<file path="src/rtl/crc_stream_pkg.sv">
// Shared types, presets and helpers for the CRC stream engine.
// Optional RX check feature is enabled by the CRC_STREAM_CHECK_EN macro.
package crc_stream_pkg;

  typedef enum logic [1:0] {
    IDLE = 2'd0,
    BUSY = 2'd1,
    DONE = 2'd2
  } state_t;

  typedef struct packed {
    logic [31:0] poly;
    logic [31:0] init;
    logic [31:0] xorout;
    logic        refin;
    logic        refout;
  } crc_preset_t;

  localparam crc_preset_t CRC16_XMODEM = '{
    poly: 32'h0000_1021, init: 32'h0000_0000, xorout: 32'h0000_0000,
    refin: 1'b0, refout: 1'b0};

  localparam crc_preset_t CRC16_CCITT_FALSE = '{
    poly: 32'h0000_1021, init: 32'h0000_FFFF, xorout: 32'h0000_0000,
    refin: 1'b0, refout: 1'b0};

  localparam crc_preset_t CRC32_ETH = '{
    poly: 32'h04C1_1DB7, init: 32'hFFFF_FFFF, xorout: 32'hFFFF_FFFF,
    refin: 1'b1, refout: 1'b1};

  // Reverse the low w bits of v; bits at and above w come back zero.
  function automatic logic [31:0] bit_reverse(input logic [31:0] v, input int unsigned w);
    logic [31:0] r;
    r = '0;
    for (int unsigned i = 0; i < 32; i++) begin
      if (i < w) r[5'(i)] = v[5'(w - 1 - i)];
    end
    return r;
  endfunction

endpackage

</file>
<file path="src/rtl/crc_stream_engine_if.sv">
// Stream-in / result-out bundle for crc_stream_engine.
// out_ok exists only when CRC_STREAM_CHECK_EN is defined.
interface crc_stream_engine_if #(
  parameter int unsigned CRC_W  = 16,
  parameter int unsigned DATA_W = 8,
  parameter int unsigned LEN_W  = 16
);
  logic              in_valid;
  logic              in_ready;
  logic [DATA_W-1:0] in_data;
  logic              in_sof;
  logic              in_eof;
  logic              out_valid;
  logic              out_ready;
  logic [CRC_W-1:0]  out_crc;
  logic [LEN_W-1:0]  out_len;
  logic              out_abort;
  logic [7:0]        drop_cnt;
`ifdef CRC_STREAM_CHECK_EN
  logic              out_ok;

  modport slave (
    input  in_valid, in_data, in_sof, in_eof, out_ready,
    output in_ready, out_valid, out_crc, out_len, out_abort, drop_cnt, out_ok
  );
  modport master (
    output in_valid, in_data, in_sof, in_eof, out_ready,
    input  in_ready, out_valid, out_crc, out_len, out_abort, drop_cnt, out_ok
  );
`else
  modport slave (
    input  in_valid, in_data, in_sof, in_eof, out_ready,
    output in_ready, out_valid, out_crc, out_len, out_abort, drop_cnt
  );
  modport master (
    output in_valid, in_data, in_sof, in_eof, out_ready,
    input  in_ready, out_valid, out_crc, out_len, out_abort, drop_cnt
  );
`endif
endinterface

</file>
<file path="src/rtl/crc_step.sv">
// Combinational CRC update: folds one DATA_W word into the register, MSB first.
module crc_step #(
  parameter int unsigned          CRC_W  = 16,
  parameter logic [CRC_W-1:0]     POLY   = CRC_W'(16'h1021),
  parameter int unsigned          DATA_W = 8
) (
  input  logic [CRC_W-1:0]  reg_in,
  input  logic [DATA_W-1:0] data,
  output logic [CRC_W-1:0]  next
);

  logic [CRC_W-1:0]  r;
  logic [DATA_W-1:0] d;
  logic              fb;

  // Bit-serial LFSR unrolled across the word.
  always_comb begin
    r  = reg_in;
    d  = data;
    fb = 1'b0;
    for (int unsigned i = 0; i < DATA_W; i++) begin
      fb = r[CRC_W-1] ^ d[DATA_W-1];
      r  = {r[CRC_W-2:0], 1'b0} ^ (fb ? POLY : '0);
      d  = d << 1;
    end
    next = r;
  end

endmodule

</file>
<file path="src/rtl/crc_stream_engine.sv">
// Frame-oriented CRC generator with SOF/EOF framing and valid/ready result.
// Define CRC_STREAM_CHECK_EN to add the RESIDUE parameter and out_ok check.
module crc_stream_engine
  import crc_stream_pkg::*;
#(
  parameter int unsigned      CRC_W   = 16,
  parameter logic [CRC_W-1:0] POLY    = CRC_W'(16'h1021),
  parameter logic [CRC_W-1:0] INIT    = '0,
  parameter logic [CRC_W-1:0] XOROUT  = '0,
  parameter bit               REFIN   = 1'b0,
  parameter bit               REFOUT  = 1'b0,
  parameter int unsigned      DATA_W  = 8,
  parameter int unsigned      LEN_W   = 16
`ifdef CRC_STREAM_CHECK_EN
  ,
  parameter logic [CRC_W-1:0] RESIDUE = '0
`endif
) (
  input logic                clk,
  input logic                rst,
  crc_stream_engine_if.slave bus
);

  state_t             state_q, state_d;
  logic [CRC_W-1:0]   crc_q, crc_d;
  logic [CRC_W-1:0]   out_crc_q, out_crc_d;
  logic [LEN_W-1:0]   len_q, len_d, len_inc;
  logic               abort_q, abort_d;
  logic [7:0]         drop_q, drop_d;
  logic [CRC_W-1:0]   step_base, step_next, crc_fin;
  logic [DATA_W-1:0]  step_data;
  logic               ready, xfer, latch;
`ifdef CRC_STREAM_CHECK_EN
  logic               ok_q, ok_d;
`endif

  assign ready     = (state_q != DONE);
  assign xfer      = bus.in_valid & ready;
  // A SOF (or any accepted word in IDLE) starts from INIT, otherwise continue.
  assign step_base = ((state_q == IDLE) || bus.in_sof) ? INIT : crc_q;
  assign step_data = REFIN ? DATA_W'(bit_reverse(32'(bus.in_data), DATA_W)) : bus.in_data;
  assign len_inc   = (len_q == '1) ? len_q : len_q + LEN_W'(1);
  // Final value is formed from the post-step register so it can be latched on the EOF edge.
  assign crc_fin   = (REFOUT ? CRC_W'(bit_reverse(32'(step_next), CRC_W)) : step_next) ^ XOROUT;

  crc_step #(
    .CRC_W (CRC_W),
    .POLY  (POLY),
    .DATA_W(DATA_W)
  ) u_step (
    .reg_in(step_base),
    .data  (step_data),
    .next  (step_next)
  );

  // Next-state, register update and result latch.
  always_comb begin
    state_d   = state_q;
    crc_d     = crc_q;
    len_d     = len_q;
    abort_d   = abort_q;
    drop_d    = drop_q;
    out_crc_d = out_crc_q;
    latch     = 1'b0;
`ifdef CRC_STREAM_CHECK_EN
    ok_d      = ok_q;
`endif
    case (state_q)
      IDLE: begin
        if (xfer) begin
          if (bus.in_sof) begin
            crc_d   = step_next;
            len_d   = LEN_W'(1);
            abort_d = 1'b0;
            if (bus.in_eof) begin
              state_d = DONE;
              latch   = 1'b1;
            end else begin
              state_d = BUSY;
            end
          end else if (drop_q != '1) begin
            drop_d = drop_q + 8'd1;
          end
        end
      end
      BUSY: begin
        if (xfer) begin
          crc_d = step_next;
          if (bus.in_sof) begin
            len_d   = LEN_W'(1);
            abort_d = 1'b1;
          end else begin
            len_d = len_inc;
          end
          if (bus.in_eof) begin
            state_d = DONE;
            latch   = 1'b1;
          end
        end
      end
      DONE: begin
        if (bus.out_ready) state_d = IDLE;
      end
      default: state_d = IDLE;
    endcase
    if (latch) begin
      out_crc_d = crc_fin;
`ifdef CRC_STREAM_CHECK_EN
      ok_d      = (step_next == RESIDUE);
`endif
    end
  end

  // State and datapath registers.
  always_ff @(posedge clk or posedge rst) begin
    if (rst) begin
      state_q   <= IDLE;
      crc_q     <= INIT;
      len_q     <= '0;
      abort_q   <= 1'b0;
      drop_q    <= '0;
      out_crc_q <= '0;
`ifdef CRC_STREAM_CHECK_EN
      ok_q      <= 1'b0;
`endif
    end else begin
      state_q   <= state_d;
      crc_q     <= crc_d;
      len_q     <= len_d;
      abort_q   <= abort_d;
      drop_q    <= drop_d;
      out_crc_q <= out_crc_d;
`ifdef CRC_STREAM_CHECK_EN
      ok_q      <= ok_d;
`endif
    end
  end

  assign bus.in_ready  = ready;
  assign bus.out_valid = (state_q == DONE);
  assign bus.out_crc   = out_crc_q;
  assign bus.out_len   = len_q;
  assign bus.out_abort = abort_q;
  assign bus.drop_cnt  = drop_q;
`ifdef CRC_STREAM_CHECK_EN
  assign bus.out_ok    = ok_q;
`endif

endmodule

</file>
<file path="src/flat_wrapper.sv">
// flat-port wrapper written by rule: the top's interface ports become plain ports
module crc_stream_engine_flat import crc_stream_pkg::*;
#(
  parameter int unsigned      CRC_W   = 16,
  parameter logic [CRC_W-1:0] POLY    = CRC_W'(16'h1021),
  parameter logic [CRC_W-1:0] INIT    = '0,
  parameter logic [CRC_W-1:0] XOROUT  = '0,
  parameter bit               REFIN   = 1'b0,
  parameter bit               REFOUT  = 1'b0,
  parameter int unsigned      DATA_W  = 8,
  parameter int unsigned      LEN_W   = 16

)
  (clk, rst, bus_in_valid, bus_in_data, bus_in_sof, bus_in_eof, bus_out_ready, bus_in_ready, bus_out_valid, bus_out_crc, bus_out_len, bus_out_abort, bus_drop_cnt);
  crc_stream_engine_if #(.CRC_W(CRC_W), .DATA_W(DATA_W), .LEN_W(LEN_W)) bus_i ();
  input logic clk;
  input logic rst;
  input wire logic [$bits(bus_i.in_valid)-1:0] bus_in_valid;
  input wire logic [$bits(bus_i.in_data)-1:0] bus_in_data;
  input wire logic [$bits(bus_i.in_sof)-1:0] bus_in_sof;
  input wire logic [$bits(bus_i.in_eof)-1:0] bus_in_eof;
  input wire logic [$bits(bus_i.out_ready)-1:0] bus_out_ready;
  output wire logic [$bits(bus_i.in_ready)-1:0] bus_in_ready;
  output wire logic [$bits(bus_i.out_valid)-1:0] bus_out_valid;
  output wire logic [$bits(bus_i.out_crc)-1:0] bus_out_crc;
  output wire logic [$bits(bus_i.out_len)-1:0] bus_out_len;
  output wire logic [$bits(bus_i.out_abort)-1:0] bus_out_abort;
  output wire logic [$bits(bus_i.drop_cnt)-1:0] bus_drop_cnt;
  assign bus_i.in_valid = bus_in_valid;
  assign bus_i.in_data = bus_in_data;
  assign bus_i.in_sof = bus_in_sof;
  assign bus_i.in_eof = bus_in_eof;
  assign bus_i.out_ready = bus_out_ready;
  assign bus_in_ready = bus_i.in_ready;
  assign bus_out_valid = bus_i.out_valid;
  assign bus_out_crc = bus_i.out_crc;
  assign bus_out_len = bus_i.out_len;
  assign bus_out_abort = bus_i.out_abort;
  assign bus_drop_cnt = bus_i.drop_cnt;
  crc_stream_engine #(.CRC_W(CRC_W), .POLY(POLY), .INIT(INIT), .XOROUT(XOROUT), .REFIN(REFIN), .REFOUT(REFOUT), .DATA_W(DATA_W), .LEN_W(LEN_W)) u_core (.clk(clk), .rst(rst), .bus(bus_i));
endmodule
</file>
<file path="config.mk">
export PLATFORM = sky130hd
export DESIGN_NAME = crc_stream_engine_flat
export DESIGN_NICKNAME = d
export VERILOG_FILES = /design/src/rtl/crc_stream_pkg.sv /design/src/rtl/crc_stream_engine_if.sv /design/src/rtl/crc_step.sv /design/src/rtl/crc_stream_engine.sv /design/src/flat_wrapper.sv
export SDC_FILE = /design/constraint.sdc
export NUM_CORES = 1
export LEC_CHECK = 0
export CAP_MARGIN = 40
export CORE_MARGIN = 1
export CORE_UTILIZATION = 45
export CTS_BUF_LIST = sky130_fd_sc_hd__clkbuf_4 sky130_fd_sc_hd__clkbuf_8 sky130_fd_sc_hd__clkbuf_16
export DETAILED_ROUTE_END_ITERATION = 8
export DONT_BUFFER_PORTS = 1
export PLACE_DENSITY_LB_ADDON = 0.12
export SKIP_CTS_REPAIR_TIMING = 1
export SLEW_MARGIN = 15
export SYNTH_ARGS = -nofsm -noshare
export SYNTH_HDL_FRONTEND = slang
export SYNTH_HIERARCHICAL = 1
export SYNTH_SLANG_ARGS = --single-unit
</file>
<file path="constraint.sdc">
create_clock -name clk -period 5.2 [get_ports clk]
set_input_delay 0.52 -clock clk [delete_from_list [all_inputs] [get_ports clk]]
set_output_delay 0.52 -clock clk [all_outputs]
set_load 0.05 [all_outputs]
</file>
==> results of run 1 <==
worst paths after layout:
kind,end,slack [ns],cells after the start
max reg2reg,u_core/bus.out_len[0],2.65,5
max,u_core/bus.out_len[0],2.65,5
max in group asynchronous,u_core/crc_q[14],4.42,2
min,u_core/state_q[0],0.28,1
min reg2reg,u_core/crc_q[9],0.46,2
min in group asynchronous,u_core/bus.out_crc[8],0.29,2
power groups by stage:
stage	Sequential [mW]	Combinational, mW	Clock (mW)
6_report	1.03	0.372	0.384
5_1_grt	1.05	0.420	0.415
4_1_cts	1.03	0.378	0.395
3_5_place_dp	1.04	0.377	0
3_3_place_gp	1.04	0.363	0
2_1_floorplan	1.01	0.321	0
critical path, cell delays in order (launching register included):
cell	delay, ns
dfrtp_1	0.73
ha_1	0.36
nand4_2	0.19
nor4_4	0.59
a21oi_2	0.26
mux2_2	0.31
cells by family (layout without fill, tap and decap cells):
logic type	Yosys count	in the layout	share of synthesized area (%)
AOI/OAI and AO/OA	41	41	8.81
xor gates and xnor gates	31	31	13.9
adders and majority gates	2	2	0.780
buffers and inverters	24	31	3.28
DFF	59	59	46.0
muxes	19	19	6.67
and+or+nand+nor	126	126	20.6
sequential cells by signal, indices dropped and copies added (netlist names):
name                  cells
u_core/bus.drop_cnt       8
u_core/bus.out_abort      1
u_core/bus.out_crc       16
u_core/bus.out_len       16
u_core/crc_q             16
u_core/state_q            2
cell usage in the layout (no fill, tap or decap), types with 2 or more instances in the layout:
| cell type | n |
|---|---|
| inv_1 | 10 |
| nand2b_1 | 3 |
| clkbuf_8 | 12 |
| a21oi_1 | 4 |
| o21ai_1 | 5 |
| nor3_1 | 5 |
| ha_1 | 2 |
| nor2_1 | 8 |
| nand3_1 | 8 |
| nand2_1 | 56 |
| nand4_1 | 8 |
| nand3b_1 | 2 |
| nor4_1 | 3 |
| and3_1 | 4 |
| o31ai_1 | 2 |
| dfrtp_1 | 59 |
| a31oi_1 | 13 |
| clkinv_2 | 2 |
| mux2_2 | 19 |
| xnor3_1 | 5 |
| xor2_1 | 9 |
| xor3_1 | 3 |
| and2_1 | 16 |
| buf_4 | 4 |
| xnor2_2 | 3 |
| xnor2_1 | 9 |
| o21ai_0 | 3 |
| o211ai_1 | 5 |
per-layer routing:
layer  routed length [um]  global-route usage, %  vias up
li1                     -                      -     1071
met1                 3190                   26.1     1117
met2                 3100                   30.2       57
met3                  373                   5.90        6
met4                   70                   8.18        0
met5                    0                      0        -
metrics by stage:
stage	power, mW	worst slack (ns)	hold WS [ns]
floorplan	1.33	2.91	0.437
global placement	1.40	2.58	0.449
detailed placement	1.42	2.68	0.454
CTS	1.80	2.66	0.267
global route	1.89	2.51	0.262
finish	1.78	2.65	0.281
final cells by class:
class,instances,area [um^2]
Sequential cell,59,1480
Timing Repair Buffer,5,45.0
Inverter,11,41.3
Clock inverter,2,10.0
Multi-Input combinational cell,219,1630
Clock buffer,13,173
Fill cell,669,3340
Tap cell,96,120
==> results.md, run 1 <==
* Status: finished clean
* Number of DRC markers in iteration 0 at 93
* Data arrival, critical path at 2.76 ns
* Share of cells above drive strength 1 at 18.1%
* Final setup violation count at 0
* HP Class: in2reg
* Mean number of vias per cell at 5.56
* Total CTS buffers at 9
* RSZ-0062 raised after global routing: no
* Switching Share at 43.4%
* Detailed Route WL at 6730 um
* Clock latency on the worst-skew pair at 0.32 ns
* Pwr Density at 510 nW/um^2
* ANT cells at 0
* Most frequent cell after synthesis: dfrtp_1
* Vias in the first global route at 2196
* FP Rows at 30
* WL/cell at 16.6 um
* Power Internal at 1.01 mW
* Synth area leaders: dfrtp_1, mux2_2, nand2_1, xnor3_1, and2_1
* First-pass GRT wire length at 11100 um
* Worst EP required at 5.41 ns
* Sequential share of power at 57.6%
* Nature of the critical path endpoint: flip-flop
* Final nets at 321
* Sequential share of the synthesized area at 46.0%
* Largest net degree at the start of global routing at 60
* Ys async rst share at 100%
* Syn Inst Count at 302
* Hold wc startpoint: bus_in_eof
* Initial Utilization at 47.0%
* Final Hold Fails at 0
* CORE AREA at 6830 um^2
* Htree depth at 3
* Die Area at 7470 um^2
* Yosys top cell area share at 46.0%
* Synth Cell Area at 3210 um^2
* Launch point of the worst path: u_core/bus.out_len[0]
* Sw Pwr at 775 uW
* Syn avg cell area at 10.6 um^2
* Clock slew at reported path FFs at 0.06 ns
* Worst-path maximum fanout at 8
* Max Cap Viol at 0
* Post-Layout Inst Area at 3490 um^2
* Crit Path Category: reg2reg
* Final Slew Violations at 0
* Most frequent cells after synthesis: dfrtp_1, nand2_1, mux2_2
* Setup Skew at 0.00426 ns
* Final worst path period share at 49.1%
* CTS max path bufs at 2
* Comb pwr share at 20.8%
* Total gr overflow at 0
* Detailed placer's ending HPWL at 4590 um
* CP Launch Type: flip-flop
* CTS Root Cell: clkbuf_8
* Worst-margin pin slew at 0.746 ns
* First-pass DRT Iterations at 4
* DR vias at 2251
* Reg2reg start: u_core/bus.out_len[0]
* Synthesized netlist net count at 318
* I/O Buffers at 0
* Clock sinks at 59
* Die X at 86.4 um
* Gpl congestion at 0.765
* Placed insts at 390
* Layout Cells excl Fill at 405
* Yosys warns at 6
* Fmax at 392 MHz
* Number of synthesized flops with an enable pin at 0
* Synthesized flop and latch total at 59
* Synth cell types at 52
* P&R area growth vs syn at 8.93%
* Die Height at 86.4 um
* # IOs at 57
* Slew HR at 50.3%
* Post-synth top flop: dfrtp_1
* Clk pwr share at 21.6%
* Area leader, netlist: dfrtp_1
* CTS tree: built
* GRT Total Usage at 19.7%
* Routed Antenna Nets at 0
* Placed cell area at 3310 um^2
* Post-layout util at 51.2%
* Residual DRC count at 0
* Setup TNS at 0 ns
* Initial antenna violation count at 0
* Min Clock Period, post-route at 2.55 ns
* Max VDD drop at 0.000235 V
* Leakage at 1.57 nW
No activity file was read; power rests on OpenSTA's default activity.
==> inputs of run 2 (changes only) <==
Clock period 5.2 ns to 2.2 ns, I/O delays scaled along.
==> run 2 against run 1 <==
Highest routed layer unchanged. First-iteration DRC count is 23% lower. Cell area grew 8.0%. Sequential share of layout area down 3.1 points. Largest power group unchanged. Flip-flop and latch count unchanged. Largest cell class unchanged. Critical endpoint is now u_core/bus.out_crc[7].
==> results.md, run 2 (same netlist as run 1, synthesis figures left out) <==
* Die Height at 86.4 um (unchanged)
* GRT Total Usage at 21.3% (+1.6 points)
* Reg2reg start: u_core/state_q[0]
* Data arrival, critical path at 2.28 ns (-0.48 ns)
* Largest net degree at the start of global routing at 24 (-60%)
* I/O Buffers at 0 (unchanged)
* Final Hold Fails at 0 (unchanged)
* CTS max path bufs at 2 (unchanged)
* Final worst path period share at 93.6% (+45 points)
* Detailed placer's ending HPWL at 5100 um (+11%)
* P&R area growth vs syn at 17.6%
* DR vias at 2385 (+6.0%)
* Commonest non-fill, non-tap cell in the layout: dfrtp_1
* Share of cells above drive strength 1 at 26.5% (+8.4 points)
* Mean number of vias per cell at 5.38 (-3.1%)
* Max Cap Viol at 0 (unchanged)
* ANT cells at 0 (unchanged)
* Most frequent cells in the layout: dfrtp_1, nand2_1, buf_4
* Detailed Route WL at 7230 um (+7.5%)
* Leakage at 1.76 nW (+12%)
* # IOs at 57 (unchanged)
* Worst R2R Path Depth at 7 (+2)
* Status: finished clean
* Post-layout util at 55.2% (+4.1 points)
* Initial antenna violation count at 0 (unchanged)
* Placed insts at 424 (+8.7%)
* Number of DRC markers in iteration 0 at 72 (-23%)
* Launch point of the worst path: u_core/state_q[0]
* Residual DRC count at 0 (unchanged)
* HP Class: in2reg
* Setup Skew at 0.00701 ns (+0.00276 ns)
* Gpl congestion at 0.850 (+11%)
* Clock latency on the worst-skew pair at 0.34 ns (+0.02 ns)
* Nature of the critical path endpoint: flip-flop
* WL/cell at 16.3 um (-1.7%)
* Fin Hold WS at 0.0282 ns (-0.252 ns)
* CORE AREA at 6830 um^2 (unchanged)
* Final Slew Violations at 0 (unchanged)
* First-pass GRT wire length at 11900 um (+6.5%)
* First-pass DRT Iterations at 4 (unchanged)
* RSZ-0062 raised after global routing: no
* CP Launch Type: flip-flop
* R2r setup slk at 0.14 ns (-2.51 ns)
* Filler cells at 637 (-4.8%)
* Die Area at 7470 um^2 (unchanged)
* Pre-CTS WS at 0.159 ns (-2.52 ns)
* Register Area at 1480 um^2 (+0.17%)
* Area of the multi-input gates at 1630 um^2 (-0.15%)
* FP Rows at 30 (unchanged)
* Min Clock Period, post-route at 2.06 ns (-0.493 ns)
* Fmax at 485 MHz (+24%)
* Post-Layout Inst Area at 3770 um^2 (+8.0%)
* Final nets at 358 (+12%)
* Setup TNS at 0 ns (unchanged)
* Clock slew at reported path FFs at 0.06 ns (about the same)
* Vias in the first global route at 2397 (+9.2%)
* CTS Root Cell: clkbuf_8
* Pwr Total at 4.36 mW (+140%)
* Final setup violation count at 0 (unchanged)
* Worst-path maximum fanout at 16 (+8)
* Clock sinks at 59 (unchanged)
* Routed Antenna Nets at 0 (unchanged)
* Worst setup path endpoint: u_core/bus.out_crc[7]
* Crit Path Category: reg2reg
* Total gr overflow at 0 (unchanged)
* Htree depth at 3 (unchanged)
* Initial Utilization at 47.0% (unchanged)
* Slew HR at 63.8% (+14 points)
* Critical R2R Capture: u_core/bus.out_crc[7]
* Worst EP required at 2.42 ns (-2.99 ns)
* Total CTS buffers at 9 (unchanged)
* Placed cell area at 3560 um^2 (+7.5%)
* CTS tree: built
* Worst-margin pin slew at 0.543 ns (-0.203 ns)
* Layout Cells excl Fill at 443 (+9.4%)
* Setup slack after layout at 0.140 ns (-2.51 ns)
* Max VDD drop at 0.000759 V (+220%)
* Die X at 86.4 um (unchanged)
* Pwr Density at 1160 nW/um^2 (+130%)
[run 2: cell count changes in the layout (fill, tap and decap cells not counted)]
cell,previous run,this run
buf_4,4,39
buf_8,1,0
clkbuf_4,1,3
clkbuf_8,12,11
dfrtp_1,59,57
dfrtp_2,0,2
dlygate4sd3_1,0,3
nor2b_1,1,2
nor2b_2,1,0
[run 2: worst min path at each step]
stage,startpoint,endpoint,slack (ns),cells after the start
final,bus_out_ready,u_core/state_q[1],0.03,1
after global routing,bus_out_ready,u_core/state_q[1],0.06,1
after CTS,rst,u_core/bus.drop_cnt[0],-0.23,1
after detailed placement,rst,u_core/bus.drop_cnt[0],0.13,1
after global placement,rst,u_core/bus.drop_cnt[0],0.14,1
after floorplan,bus_in_eof,u_core/state_q[0],0.31,1
[run 2: layout make-up]
type                       instances  area share, %
timing repair buffer              42           8.55
clock inverter                     2          0.265
multi-input combinational        219           43.1
tap                               96           3.18
inverter                          11           1.09
clock buffer                      14           4.61
sequential                        59           39.2
[run 2: routing by layer]
layer / vias to the layer above / GRT usage, % / share of wire (%)
li1: 1144 / - / -
met2: 69 / 34.3 / 47
met4: 0 / 11.4 / 2.4
met1: 1160 / 26.5 / 44
met5: - / 0 / 0
met3: 12 / 5.14 / 5.8
[run 2: critical path, cell delays in order (launching register included)]
cell	delay (ns)
dfrtp_1	0.38
nor2_1	0.10
nor2_1	0.04
buf_4	0.17
and2_1	0.21
xnor2_2	0.28
xnor3_1	0.48
mux2_2	0.29
[run 2: power by group]
group	switching, mW	internal (mW)	total (mW)
clock	0.412	0.505	0.917
sequential	0.756	1.42	2.17
combinational	0.700	0.569	1.27
